### src/rtl/wb_port_arbiter_pkg.sv
// Shared types and default parameters for the regfile write-port arbiter.
package wb_port_arbiter_pkg;

  localparam int XLEN_DEF         = 64;
  localparam int AW_DEF           = 5;
  localparam int MDU_FIFO_DEPTH   = 2;
  localparam int STARVE_LIMIT_DEF = 4;

  typedef enum logic [1:0] {
    GNT_NONE = 2'd0,
    GNT_PIPE = 2'd1,
    GNT_MDU  = 2'd2
  } gnt_src_e;

  // Width of a counter that must hold values 0..limit inclusive.
  function automatic int cnt_width(input int limit);
    return (limit < 1) ? 1 : $clog2(limit + 1);
  endfunction

endpackage

### src/rtl/wb_mdu_fifo.sv
// Circular buffer of MDU results {valid, rd, data}; entries can be killed by
// destination address without disturbing order or occupancy.
module wb_mdu_fifo
  import wb_port_arbiter_pkg::*;
#(
  parameter int XLEN  = XLEN_DEF,
  parameter int AW    = AW_DEF,
  parameter int DEPTH = MDU_FIFO_DEPTH
) (
  input  logic                     clk,
  input  logic                     rst_n,
  input  logic                     push,
  input  logic [AW-1:0]            push_rd,
  input  logic [XLEN-1:0]          push_data,
  input  logic                     pop,
  input  logic                     kill_en,
  input  logic [AW-1:0]            kill_rd,
  output logic [$clog2(DEPTH):0]   count,
  output logic                     head_valid,
  output logic [AW-1:0]            head_rd,
  output logic [XLEN-1:0]          head_data,
  output logic                     any_valid
);

  localparam int PW = $clog2(DEPTH);

  logic [DEPTH-1:0] valid_reg, valid_next;
  logic [AW-1:0]    rd_mem   [DEPTH];
  logic [XLEN-1:0]  data_mem [DEPTH];
  logic [PW-1:0]    wr_ptr_reg, rd_ptr_reg;
  logic [PW:0]      count_reg;
  logic             do_push, do_pop;

  assign do_push = push && (count_reg < (PW+1)'(DEPTH));
  assign do_pop  = pop && (count_reg != '0);

  // The slot being written is never occupied, so a same-edge kill cannot
  // reach the incoming entry; push therefore takes priority per slot.
  generate
    for (genvar gi = 0; gi < DEPTH; gi++) begin : g_valid
      always_comb begin
        valid_next[gi] = valid_reg[gi];
        if (kill_en && (rd_mem[gi] == kill_rd))
          valid_next[gi] = 1'b0;
        if (do_pop && (rd_ptr_reg == PW'(gi)))
          valid_next[gi] = 1'b0;
        if (do_push && (wr_ptr_reg == PW'(gi)))
          valid_next[gi] = 1'b1;
      end
    end
  endgenerate

  always_ff @(posedge clk or negedge rst_n) begin
    if (!rst_n) begin
      valid_reg  <= '0;
      wr_ptr_reg <= '0;
      rd_ptr_reg <= '0;
      count_reg  <= '0;
    end else begin
      valid_reg <= valid_next;
      if (do_push)
        wr_ptr_reg <= wr_ptr_reg + PW'(1);
      if (do_pop)
        rd_ptr_reg <= rd_ptr_reg + PW'(1);
      case ({do_push, do_pop})
        2'b10:   count_reg <= count_reg + (PW+1)'(1);
        2'b01:   count_reg <= count_reg - (PW+1)'(1);
        default: count_reg <= count_reg;
      endcase
    end
  end

  // Payload storage carries no reset; validity lives only in valid_reg.
  always_ff @(posedge clk) begin
    if (do_push) begin
      rd_mem[wr_ptr_reg]   <= push_rd;
      data_mem[wr_ptr_reg] <= push_data;
    end
  end

  assign count      = count_reg;
  assign head_valid = (count_reg != '0) && valid_reg[rd_ptr_reg];
  assign head_rd    = rd_mem[rd_ptr_reg];
  assign head_data  = data_mem[rd_ptr_reg];
  assign any_valid  = |valid_reg;

endmodule

### src/rtl/wb_port_arbiter.sv
// Shares the regfile write port between pipeline writeback and buffered MDU
// results; pipeline has priority, a one-cycle stall prevents MDU starvation.
module wb_port_arbiter
  import wb_port_arbiter_pkg::*;
#(
  parameter int XLEN         = XLEN_DEF,
  parameter int AW           = AW_DEF,
  parameter int DEPTH        = MDU_FIFO_DEPTH,
  parameter int STARVE_LIMIT = STARVE_LIMIT_DEF
) (
  input  logic            clk,
  input  logic            rst_n,
  input  logic            wb_wreg,
  input  logic [AW-1:0]   wb_wd,
  input  logic [XLEN-1:0] wb_wdata,
  input  logic            mdu_valid,
  output logic            mdu_ready,
  input  logic [AW-1:0]   mdu_wd,
  input  logic [XLEN-1:0] mdu_wdata,
  output logic            stall_req,
  output logic            rf_we,
  output logic [AW-1:0]   rf_waddr,
  output logic [XLEN-1:0] rf_wdata,
  output logic            mdu_pending
);

  localparam int PW = $clog2(DEPTH);
  localparam int CW = cnt_width(STARVE_LIMIT);
  localparam logic [CW-1:0] LIMIT    = CW'(STARVE_LIMIT);
  localparam logic [CW-1:0] LIMIT_M1 = CW'(STARVE_LIMIT - 1);

  logic [PW:0]     fifo_count;
  logic            head_valid;
  logic [AW-1:0]   head_rd;
  logic [XLEN-1:0] head_data;
  logic            any_valid;
  logic            pipe_req, push, pop;
  gnt_src_e        gnt;
  logic [CW-1:0]   starve_cnt_reg;
  logic            stall_req_reg;

  assign pipe_req  = wb_wreg && (wb_wd != '0);
  assign mdu_ready = (fifo_count < (PW+1)'(DEPTH));
  // Writes to r0 are accepted from the MDU but never buffered.
  assign push      = mdu_valid && mdu_ready && (mdu_wd != '0);
  // A killed head is drained silently so it never blocks younger results.
  assign pop       = (gnt == GNT_MDU) || ((fifo_count != '0) && !head_valid);

  wb_mdu_fifo #(
    .XLEN  (XLEN),
    .AW    (AW),
    .DEPTH (DEPTH)
  ) u_fifo (
    .clk        (clk),
    .rst_n      (rst_n),
    .push       (push),
    .push_rd    (mdu_wd),
    .push_data  (mdu_wdata),
    .pop        (pop),
    .kill_en    (gnt == GNT_PIPE),
    .kill_rd    (wb_wd),
    .count      (fifo_count),
    .head_valid (head_valid),
    .head_rd    (head_rd),
    .head_data  (head_data),
    .any_valid  (any_valid)
  );

  // During the stall cycle mem_wb is frozen and will retry, so its request
  // is ignored even when the head has been killed in the meantime.
  always_comb begin
    gnt = GNT_NONE;
    if (stall_req_reg) begin
      if (head_valid)
        gnt = GNT_MDU;
    end else if (pipe_req) begin
      gnt = GNT_PIPE;
    end else if (head_valid) begin
      gnt = GNT_MDU;
    end
  end

  always_comb begin
    rf_we    = 1'b0;
    rf_waddr = '0;
    rf_wdata = '0;
    case (gnt)
      GNT_PIPE: begin
        rf_we    = 1'b1;
        rf_waddr = wb_wd;
        rf_wdata = wb_wdata;
      end
      GNT_MDU: begin
        rf_we    = 1'b1;
        rf_waddr = head_rd;
        rf_wdata = head_data;
      end
      default: ;
    endcase
  end

  always_ff @(posedge clk or negedge rst_n) begin
    if (!rst_n) begin
      starve_cnt_reg <= '0;
      stall_req_reg  <= 1'b0;
    end else if (stall_req_reg) begin
      starve_cnt_reg <= '0;
      stall_req_reg  <= 1'b0;
    end else if (!head_valid || (gnt == GNT_MDU)) begin
      starve_cnt_reg <= '0;
    end else begin
      if (starve_cnt_reg != LIMIT)
        starve_cnt_reg <= starve_cnt_reg + CW'(1);
      if (starve_cnt_reg == LIMIT_M1)
        stall_req_reg <= 1'b1;
    end
  end

  assign stall_req   = stall_req_reg;
  assign mdu_pending = any_valid;

endmodule

### config.mk
export PLATFORM = sky130hd
export DESIGN_NAME = wb_port_arbiter
export DESIGN_NICKNAME = d
export VERILOG_FILES = /design/src/rtl/wb_port_arbiter_pkg.sv /design/src/rtl/wb_mdu_fifo.sv /design/src/rtl/wb_port_arbiter.sv
export SDC_FILE = /design/constraint.sdc
export NUM_CORES = 1
export LEC_CHECK = 0
export ABC_AREA = 1
export BUFFER_PORTS_ARGS = -buffer_cell sky130_fd_sc_hd__clkbuf_2
export CAP_MARGIN = 5
export CORE_ASPECT_RATIO = 1.75
export CORE_MARGIN = 2
export CORE_UTILIZATION = 41
export DETAILED_ROUTE_END_ITERATION = 8
export GPL_ROUTABILITY_DRIVEN = 0
export PLACE_DENSITY = 0.65
export SLEW_MARGIN = 20
export SYNTH_ARGS = -nofsm -noshare
export SYNTH_HDL_FRONTEND = slang
export SYNTH_SLANG_ARGS = --single-unit
### constraint.sdc
create_clock -name clk -period 3.05 [get_ports clk]
set_input_delay 0.61 -clock clk [delete_from_list [all_inputs] [get_ports clk]]
set_output_delay 0.61 -clock clk [all_outputs]
set_load 0.05 [all_outputs]
== Word level (Yosys, flattened, before mapping) ==
Memory sizes are Yosys's and may differ from the RTL's.
Cells that the tools add are included.
W data, S select, Z words.

* Bits in registers: 10
* Output and inout bits: 73
* Input bits: 142
* Memories kept: 2
* Memory bits (writable): 138
* Memory bits (read-only): 0
* Latch bits: 0

* Shift operators: 0
* Add/subtract/negate cells: 5
* Div/mod/pow operators: 0
* Multipliers: 0
* Bitwise operators: 2
* Reduce and logical (&&, ||, !) cells: 25
* Multiplexer cells: 23
* Order comparisons: 2
* Equality and inequality tests: 8

{| class="wikitable"
|+ Memory list
! memory !! words !! width !! read ports !! clocked after Yosys merged registers in !! write ports !! line !! text
|-
| u_fifo.data_mem || 2 || 64 || 1 || 0 || 1 || wb_mdu_fifo.sv:29 || <nowiki>logic [XLEN-1:0] data_mem [DEPTH];</nowiki>
|-
| u_fifo.rd_mem || 2 || 5 || 3 || 0 || 1 || wb_mdu_fifo.sv:28 || <nowiki>logic [AW-1:0] rd_mem [DEPTH];</nowiki>
|}

{| class="wikitable"
|+ Operators by type and width
! operator !! number
|-
| $pmux W64 S2 || 1
|-
| $mux W1 || 14
|-
| $logic_and A1 B1 Y1 || 13
|-
| $eq A5 B5 Y1 || 2
|-
| $pmux W5 S2 || 1
|-
| $reduce_bool A5 Y1 || 2
|-
| $mux W3 || 3
|-
| $reduce_bool A3 Y1 || 3
|-
| $mux W2 || 3
|-
| $eq A2 B1 Y1 const B || 2
|-
| $eq A2 B2 Y1 const B || 2
|-
| $pmux W2 S2 || 1
|-
| $reduce_bool A2 Y1 || 2
|-
| $reduce_or A2 Y1 || 2
|-
| $add A3 B1 Y3 const B || 1
|-
| $eq A3 B2 Y1 const B || 1
|-
| $ne A3 B3 Y1 const B || 1
|-
| $add A1 B1 Y1 const B || 2
|-
| $add A2 B1 Y2 const B || 1
|-
| $logic_or A1 B1 Y1 || 2
|-
| $lt A1 B2 Y1 const B || 1
|-
| $lt A2 B2 Y1 const B || 1
|-
| $not A1 Y1 || 2
|-
| $sub A2 B1 Y2 const B || 1
|-
| $logic_not A1 Y1 || 1
|}

== Longest topological paths before layout ==
Gate-level depths: netlist (run 1).

* Word-level depth: 12
* Mapped depth: 14

== Cells and area by module ==
From an unflattened synthesis (run 1), not the netlist that was laid out.

* Cells, all modules: 719
* Area, all modules: 6830.3 um^2

{| class="wikitable"
|+ By module, submodules not included
! module !! seq. area each (um^2) !! area each (um^2) !! cells each !! instances
|-
| wb_mdu_fifo || 4294.1 || 5511.5 || 443 || 1
|-
| wb_port_arbiter || 100.1 || 1318.8 || 276 || 1
|}

== Least setup slack after synthesis (run 1) ==
OpenSTA, ideal clock, no wires.

* Path type: input -> output
* Start: input wb_wd[3]
* End: output rf_waddr[2]
* Data arrival time: 2446 ps
* Cell stages on the path: 11
* Slack: -6 ps
* Path buffers: 1
* Required time: 2440 ps
* Cell sequence: nor3_1 > nand3_1 > nand3_1 > inv_1 > nor2_1 > ha_1 > inv_2 > buf_2 > a21oi_1 > o21ai_0 > a21oi_1

* Cells in the longest elaborated chain, start to end: 6
* Elaborated cells on any way between the ends: 7

{| class="wikitable"
|+ Ends and longest elaborated chain
! element !! line !! text
|-
| start: declaration || wb_port_arbiter.sv:14 || <nowiki>input logic [AW-1:0] wb_wd,</nowiki>
|-
| $reduce_bool A5 Y1 (*) || wb_port_arbiter.sv:42 || <nowiki>assign pipe_req = wb_wreg && (wb_wd != '0);</nowiki>
|-
| $logic_and A1 B1 Y1 (*) || wb_port_arbiter.sv:42 ||
|-
| $mux W2 (*) || wb_port_arbiter.sv:76 || <nowiki>end else if (pipe_req) begin</nowiki>
|-
| $mux W2 (*) || wb_port_arbiter.sv:73 || <nowiki>if (stall_req_reg) begin</nowiki>
|-
| $eq A2 B2 Y1 or $eq A2 B1 Y1 (tied branches) || wb_port_arbiter.sv:87 || <nowiki>case (gnt)</nowiki>
|-
| $pmux W5 S2 (*) || wb_port_arbiter.sv:87 ||
|-
| end: declaration || wb_port_arbiter.sv:22 || <nowiki>output logic [AW-1:0] rf_waddr,</nowiki>
|}

Mark *: on every way between the ends. The rest lies on a longest branch, timed or not.

== Worst setup path in the final report (run 1) ==
* Start: input wb_wd[3]
* End: output rf_wdata[47]

* Cells in the longest elaborated chain, start to end: 6
* Elaborated cells on any way between the ends: 7

{| class="wikitable"
|+ Ends and longest elaborated chain
! element !! line !! text
|-
| $reduce_bool A5 Y1 (*) || wb_port_arbiter.sv:42 ||
|-
| $logic_and A1 B1 Y1 (*) || wb_port_arbiter.sv:42 ||
|-
| $mux W2 (*) || wb_port_arbiter.sv:76 ||
|-
| $mux W2 (*) || wb_port_arbiter.sv:73 ||
|-
| $eq A2 B2 Y1 or $eq A2 B1 Y1 (tied branches) || wb_port_arbiter.sv:87 ||
|-
| $pmux W64 S2 (*) || wb_port_arbiter.sv:87 ||
|-
| end: declaration || wb_port_arbiter.sv:23 || <nowiki>output logic [XLEN-1:0] rf_wdata,</nowiki>
|}

Marks and branches as above.

==> results.md, run 1 <==
* Net load switching power at 3.372 mW
* Initial antenna violation count at 1
* Slew Limit Headroom at 54.68%
* Max FO, Critical Path at 32
* First-pass DRT Iterations at 4
* Max reg flops at 128
* Number of global-route vias before repair at 4868
* Number of routed nets with antenna violations at 0
* Critical R2R Capture: u_fifo.count[1]$_DFFE_PN0P_
* Reg clk slew, reported paths at 0.06 ns
* Compound-Gate Fraction of Synth Area at 11.40%
* Seq/Total Area, Yosys at 66.31%
* Req. time, crit path at 2.44 ns
* Syn_nets at 783
* Longest Clk Path Bufs at 2
* Fin. max-slew vios at 0
* Logic pwr share at 41.5%
* Hold/Removal Path Class: in -> async
* CTS Buf Count at 17
* Die height at 172.2 um
* Io pins at 215
* H-tree levels at 4
* Global route overflow at 0
* Status: completed
* DP HPWL at 11460 um
* Xor and xnor area share after synthesis at 0.6609%
* DRC Markers at 0
* Die X at 100.1 um
* Commonest non-fill, non-tap cells in the layout: clkbuf_2 (145), nor2_1 (143), edfxtp_1 (138), nand2_1 (102)
* RSZ-0062 raised after global routing: yes
* Top-area cell type share of the netlist area at 62.54%
* DR vias at 5204
* First-pass GRT wire length at 24480 um
* Final period utilization at 97.50%
* Distinct cells, synth at 23
* Crit path capture type: output port
* Synthesized cell area at 6626 um2
* Clock tree root buffer cell: clkbuf_16
* Reg2reg start: u_fifo.count[0]$_DFFE_PN0P_
* Setup CP Type: in -> out
* Multi-input logic area at 1913 um2
* Pwr Density at 944.4 nW/um2
* Tmin final at 2.974 ns
* PortBufs at 214
* Fin nets at 999
* Hold_ws at 0.05880 ns
* Core area at 15880 um2
* Synth warnings at 0
* Syn-to-layout area delta at 31.04%
* Critical Path Start Type: input port
* Worst Setup EP: rf_wdata[47]
* CTS tree: built
* Routed vias/inst at 4.947
* Max-cap viol count at 0
* Rows at 61
* Dpl cells at 1020
* Fin Clk Skew at 0.007431 ns
* Worst-margin pin slew at 0.6798 ns
* Pre-CTS WS at 0.05455 ns
* Post-synthesis mux area share at 0%
* Cell taking the most area after synthesis: edfxtp_1
* Setup ws final at 0.07615 ns
* Register bit total from synthesis at 148
* Hold Fails Final Rpt at 0
* Lkg Pwr at 3.633 nW
* Post-Synth Simple-Gate Area at 14.95%
* All-layer global routing usage at 18.94%
* Fill cell count at 1431
* Synth area leaders: edfxtp_1 (63%), nor2_1 (8.2%), nand2_1 (5.8%)
* Layout cells sized above 1 at 32.68%
* Most common cell after layout, fill and taps aside: clkbuf_2
* Final std cells w/o fill at 1052
* Achievable frequency at 336.3 MHz
* Worst R2R Path Depth at 13
* Clk pwr share at 24.6%
* DRT iter0 DRCs at 255
* Largest net degree at the start of global routing at 59
* Switching Share at 41.12%
* Setup_tns at 0 ns
* Clock sinks at 148
* Sequential Area at 4395 um2
* Internal power at 4.829 mW
* Post-synthesis adder-cell area fraction at 1.133%
* Syn avg cell area at 10.44 um2
* Critical Path AT at 2.36 ns
* Max IR drop VDD at 539.1 uV
* Cells after Synth at 635
* Die footprint at 17230 um2
* Final Power at 8.200 mW
* Routed WL per cell at 15.55 um
* ANT cells at 0
* Final setup viols at 0
* Largest family of logic cells by synthesized area: simple AND/OR/NAND/NOR gates
* Skew-Pair Late Insertion Delay at 0.41 ns
* Critical path launch point: wb_wd[3]
* Flop-to-flop setup slack at 0.67 ns
* Total Wirelength at 16360 um
* Sequential share of power at 33.8%
* Initial core utilization at 41.74%
## through the flow
step	utilization (%)	area (um2)
finish	54.70	8683
global route	54.70	8683
CTS	53.80	8541
detailed placement	50.10	7954
global placement	50.10	7954
floorplan	-	6641
## kinds of logic (layout without fill, tap and decap cells)
kind of cell	Yosys count	in the layout
simple gates	259	259
compound gates	150	150
flops	148	148
buf+inv	67	295
fa+ha+maj	6	6
xor+xnor	5	5
## how the worst min path moves through the flow
stage | from | to | slack [ns] | cells past startpoint
6_report | rst_n | u_fifo.count[0]$_DFFE_PN0P_ | 0.06 | 1
5_1_grt | rst_n | u_fifo.count[0]$_DFFE_PN0P_ | 0.06 | 1
4_1_cts | rst_n | u_fifo.count[0]$_DFFE_PN0P_ | 0.05 | 1
3_5_place_dp | rst_n | u_fifo.count[0]$_DFFE_PN0P_ | 0.49 | 1
3_3_place_gp | rst_n | u_fifo.count[0]$_DFFE_PN0P_ | 0.49 | 1
2_1_floorplan | rst_n | stall_req$_DFF_PN0_ | 0.31 | 0
## synthesized netlist by cell type
master / n
xor2_1: 4
a31oi_1: 1
ha_1: 6
buf_2: 9
o21ai_2: 1
or2_0: 1
inv_1: 27
clkbuf_1: 13
a21oi_1: 76
nand2_1: 102
nor3_1: 2
dfrtp_1: 10
nand4_1: 1
nor2_1: 144
buf_6: 3
clkbuf_8: 7
inv_2: 1
nand3_1: 9
edfxtp_1: 138
o21ai_0: 72
buf_4: 1
clkbuf_2: 6
xnor2_1: 1
## metal layers
metal	up-vias	wire length, um	share of wire, %	global-route usage, %
li1	2598	-	-	-
met1	2408	5761	35	19.74
met4	2	586	3.6	9.232
met5	-	13	0.079	0
met2	158	9221	56	35.43
met3	38	775	4.7	4.123
## area by class of cell
| type | instances | share of cell area, % |
|---|---|---|
| sequential | 148 | 50.62 |
| multi-input combinational | 420 | 22.03 |
| clock inverter | 13 | 1.758 |
| tap | 189 | 2.723 |
| clock buffer | 18 | 4.942 |
| timing repair buffer | 236 | 16.71 |
| inverter | 28 | 1.210 |
## repair_timing
item	CTS	global route
gates resized for setup	2	133
hold buffers	0	0
endpoints found under the setup margin	2	69
endpoints found under the hold margin	0	0
pin swaps	0	5
buffers inserted	0	1
gates cloned	0	0
## power groups by stage
| stage | registers, mW | logic, mW | clock network, mW |
|---|---|---|---|
| after floorplan | 2.80 | 2.47 | 0 |
| after CTS | 2.78 | 3.34 | 2.06 |
| after global placement | 2.81 | 3.31 | 0 |
| after global routing | 2.81 | 3.72 | 2.14 |
| final | 2.78 | 3.41 | 2.02 |
| after detailed placement | 2.82 | 3.33 | 0 |
## critical path, cell delays in order
cell and delay [ns]:
clkbuf_2 0.09, nor3_2 0.16, nand3_1 0.13, nand3_2 0.09, inv_1 0.06, nor2_1 0.10, ha_2 0.19, inv_2 0.07
buf_12 0.16, nor2_1 0.12, o21ai_0 0.13, a21oi_1 0.16, buf_2 0.27
(Power assumes the default switching activity.)
==> run 2: changes to the inputs <==
- CORE_UTILIZATION: 41 -> 50
- PLACE_DENSITY: 0.65 -> 0.77
==> run 2 against run 1 <==
  * Cell count down 1.7%
  * Register-to-register slack worse by 0.06 ns
  * Critical path depth down 5
  * Non-clock buffer count down 1
  * Hold slack better by 0.0071 ns
  * Maximum frequency down 0.25%
  * Setup slack worse by 0.0075 ns
  * Die area down 17%
  * Global-route usage up 2.4 points
  * Sequential share of layout area up 0.088 points
  * Critical endpoint is now rf_wdata[10]
  * Clock power up 6%
==> results.md, run 2 (synthesis gave the netlist of run 1 again) <==
* Hold/Removal Path Class: in -> async
* Achievable frequency at 335.4 MHz (-0.25%)
* Crit path capture type: output port
* Final period utilization at 97.75% (+0.25 points)
* Max incr delay on CP at 0.41 ns (+0.14 ns)
* Worst-margin pin slew at 0.4870 ns (-0.1928 ns)
* DP HPWL at 10450 um (-8.8%)
* Final Core Density at 67.00% (+12 points)
* Largest net degree at the start of global routing at 73 (+24%)
* Number of global-route vias before repair at 5034 (+3.4%)
* Max IR drop VDD at 751.2 uV (+39%)
* Clock tree root buffer cell: clkbuf_16
* ANT cells at 0 (unchanged)
* Max FO, Critical Path at 39 (+22%)
* Dpl cells at 1000 (-2.0%)
* Fin nets at 998 (-0.10%)
* Tmin final at 2.981 ns (+0.007493 ns)
* Fin. max-slew vios at 0 (unchanged)
* CP Cell Sequence: or2_0, buf_4, nand3_1, ha_2, buf_12, nand2_1, a21oi_1, clkbuf_4
* Logic pwr share at 40.8% (-0.7 points)
* Rows at 55 (-9.8%)
* Status: completed
* Pwr Density at 957.3 nW/um2 (+1.4%)
* Die height at 156.3 um (-9.2%)
* # hold bufs at CTS at 0 (unchanged)
* Lkg Pwr at 3.627 nW (-0.17%)
* DRT iter0 DRCs at 360 (+41%)
* Switching Share at 40.15% (-0.96 points)
* DR vias at 5257 (+1.0%)
* Most common cell after layout, fill and taps aside: clkbuf_2
* CTS tree: built
* Io pins at 215 (unchanged)
* First-pass GRT wire length at 23530 um (-3.9%)
* Final std cells w/o fill at 1034 (-1.7%)
* Fin Clk Skew at 0.005220 ns (-0.002211 ns)
* Longest Clk Path Bufs at 2 (unchanged)
* Core area at 12940 um2 (-19%)
* Slew Limit Headroom at 67.53% (+13 points)
* CTS Buf Count at 17 (unchanged)
* Clk pwr share at 25.8% (+1.2 points)
* Die footprint at 14230 um2 (-17%)
* Critical Path AT at 2.37 ns (about the same)
* Max reg flops at 128 (unchanged)
* H-tree levels at 4 (unchanged)
* Net load switching power at 3.332 mW (-1.2%)
* Die X at 91.02 um (-9.1%)
* Setup_tns at 0 ns (unchanged)
* Syn-to-layout area delta at 30.82%
* Skew-Pair Late Insertion Delay at 0.40 ns (about the same)
* Initial antenna violation count at 0 (-1)
* Critical Path Start Type: flop
* Req. time, crit path at 2.44 ns (about the same)
* Sequential share of power at 33.5% (-0.3 points)
* Internal power at 4.966 mW (+2.9%)
* Fill cell count at 1040 (-27%)
* Final Power at 8.298 mW (+1.2%)
* Clock sinks at 148 (unchanged)
* RSZ-0062 raised after global routing: yes
* Routed vias/inst at 5.084 (+2.8%)
* Max-cap viol count at 0 (unchanged)
* Commonest non-fill, non-tap cells in the layout: clkbuf_2 (156), nor2_1 (141), edfxtp_1 (138), nand2_1 (102), a21oi_1 (72)
* Total Wirelength at 15620 um (-4.5%)
* Hold Fails Final Rpt at 0 (unchanged)
* Final setup viols at 0 (unchanged)
* First-pass DRT Iterations at 5 (+1)
* Slowest-stage cell, CP: dfrtp_1
* Setup CP Type: reg -> out
* Number of routed nets with antenna violations at 0 (unchanged)
* Hold_ws at 0.06593 ns (+0.007131 ns)
* DRC Markers at 0 (unchanged)
* Layout cells sized above 1 at 32.44% (-0.23 points)
* Routed WL per cell at 15.11 um (-2.8%)
* Global route overflow at 0 (unchanged)
* Initial core utilization at 51.22% (+9.5 points)
* All-layer global routing usage at 21.39% (+2.4 points)
* PortBufs at 214 (unchanged)
* Reg clk slew, reported paths at 0.06 ns (about the same)
run 2: metrics by stage:
stage | instance area [um2] | setup slack [ns]
final | 8668 | 0.06866
after global routing | 8668 | -0.05524
after CTS | 8506 | 0.004577
after detailed placement | 7874 | -0.002784
after global placement | 7874 | 0.07925
after floorplan | 6641 | -0.005772
run 2: power groups by stage:
stage	registers (mW)	logic, mW	clock network (mW)
2_1_floorplan	2.80	2.47	0
3_3_place_gp	2.79	3.20	0
3_5_place_dp	2.81	3.23	0
4_1_cts	2.77	3.26	2.17
5_1_grt	2.81	3.65	2.26
6_report	2.78	3.39	2.14
run 2: cell type report:
cell class	instances	area [um2]	area share (%)
clock buffer	19	432.9	4.994
clock inverter	13	182.7	2.107
inverter	28	105.1	1.212
multi-input combinational	420	1916	22.10
sequential	148	4395	50.71
tap	171	214.0	2.468
timing repair buffer	235	1423	16.41
run 2: path summary, 6_finish.rpt:
check | from | endpoint | slack, ns | depth (start not counted)
max | u_fifo.count[0]$_DFFE_PN0P_ | rf_wdata[10] | 0.07 | 8
min | rst_n | starve_cnt_reg[2]$_DFFE_PN0P_ | 0.07 | 1
max reg2reg | u_fifo.count[0]$_DFFE_PN0P_ | u_fifo.count[1]$_DFFE_PN0P_ | 0.61 | 13
min reg2reg | u_fifo.valid_reg[0]$_DFFE_PN0P_ | u_fifo.valid_reg[0]$_DFFE_PN0P_ | 0.52 | 2
max in group asynchronous | rst_n | u_fifo.rd_ptr_reg$_DFFE_PN0P_ | 2.76 | 1
min in group clk | mdu_wdata[37] | u_fifo.data_mem[1][37]$_DFFE_PP_ | 0.39 | 1
run 2: worst max-delay path: cells and delay by family, from the launching register on:
family	cells	cell delay (ns)
AND/OR/NAND/NOR	3	0.44
buffers and inverters	3	0.66
AO/OA/AOI/OAI	1	0.18
adder cells (fa/ha/maj)	1	0.25
flip-flops	1	0.41
run 2: what timing repair did:
action                                  CTS  global route
pin swaps                                 0             8
hold endpoints to repair                  0             0
endpoints found under the setup margin   21            69
resized for setup                         6           130
buffers inserted                          0             2
run 2: per-layer routing:
metal	up-vias	GRT usage (%)	part of all wire, %	wire [um]
li1	2598	-	-	-
met1	2451	22.11	36	5690
met2	174	40.25	55	8653
met3	34	4.622	4.9	759
met4	0	10.61	3.3	516
met5	-	0	0	0
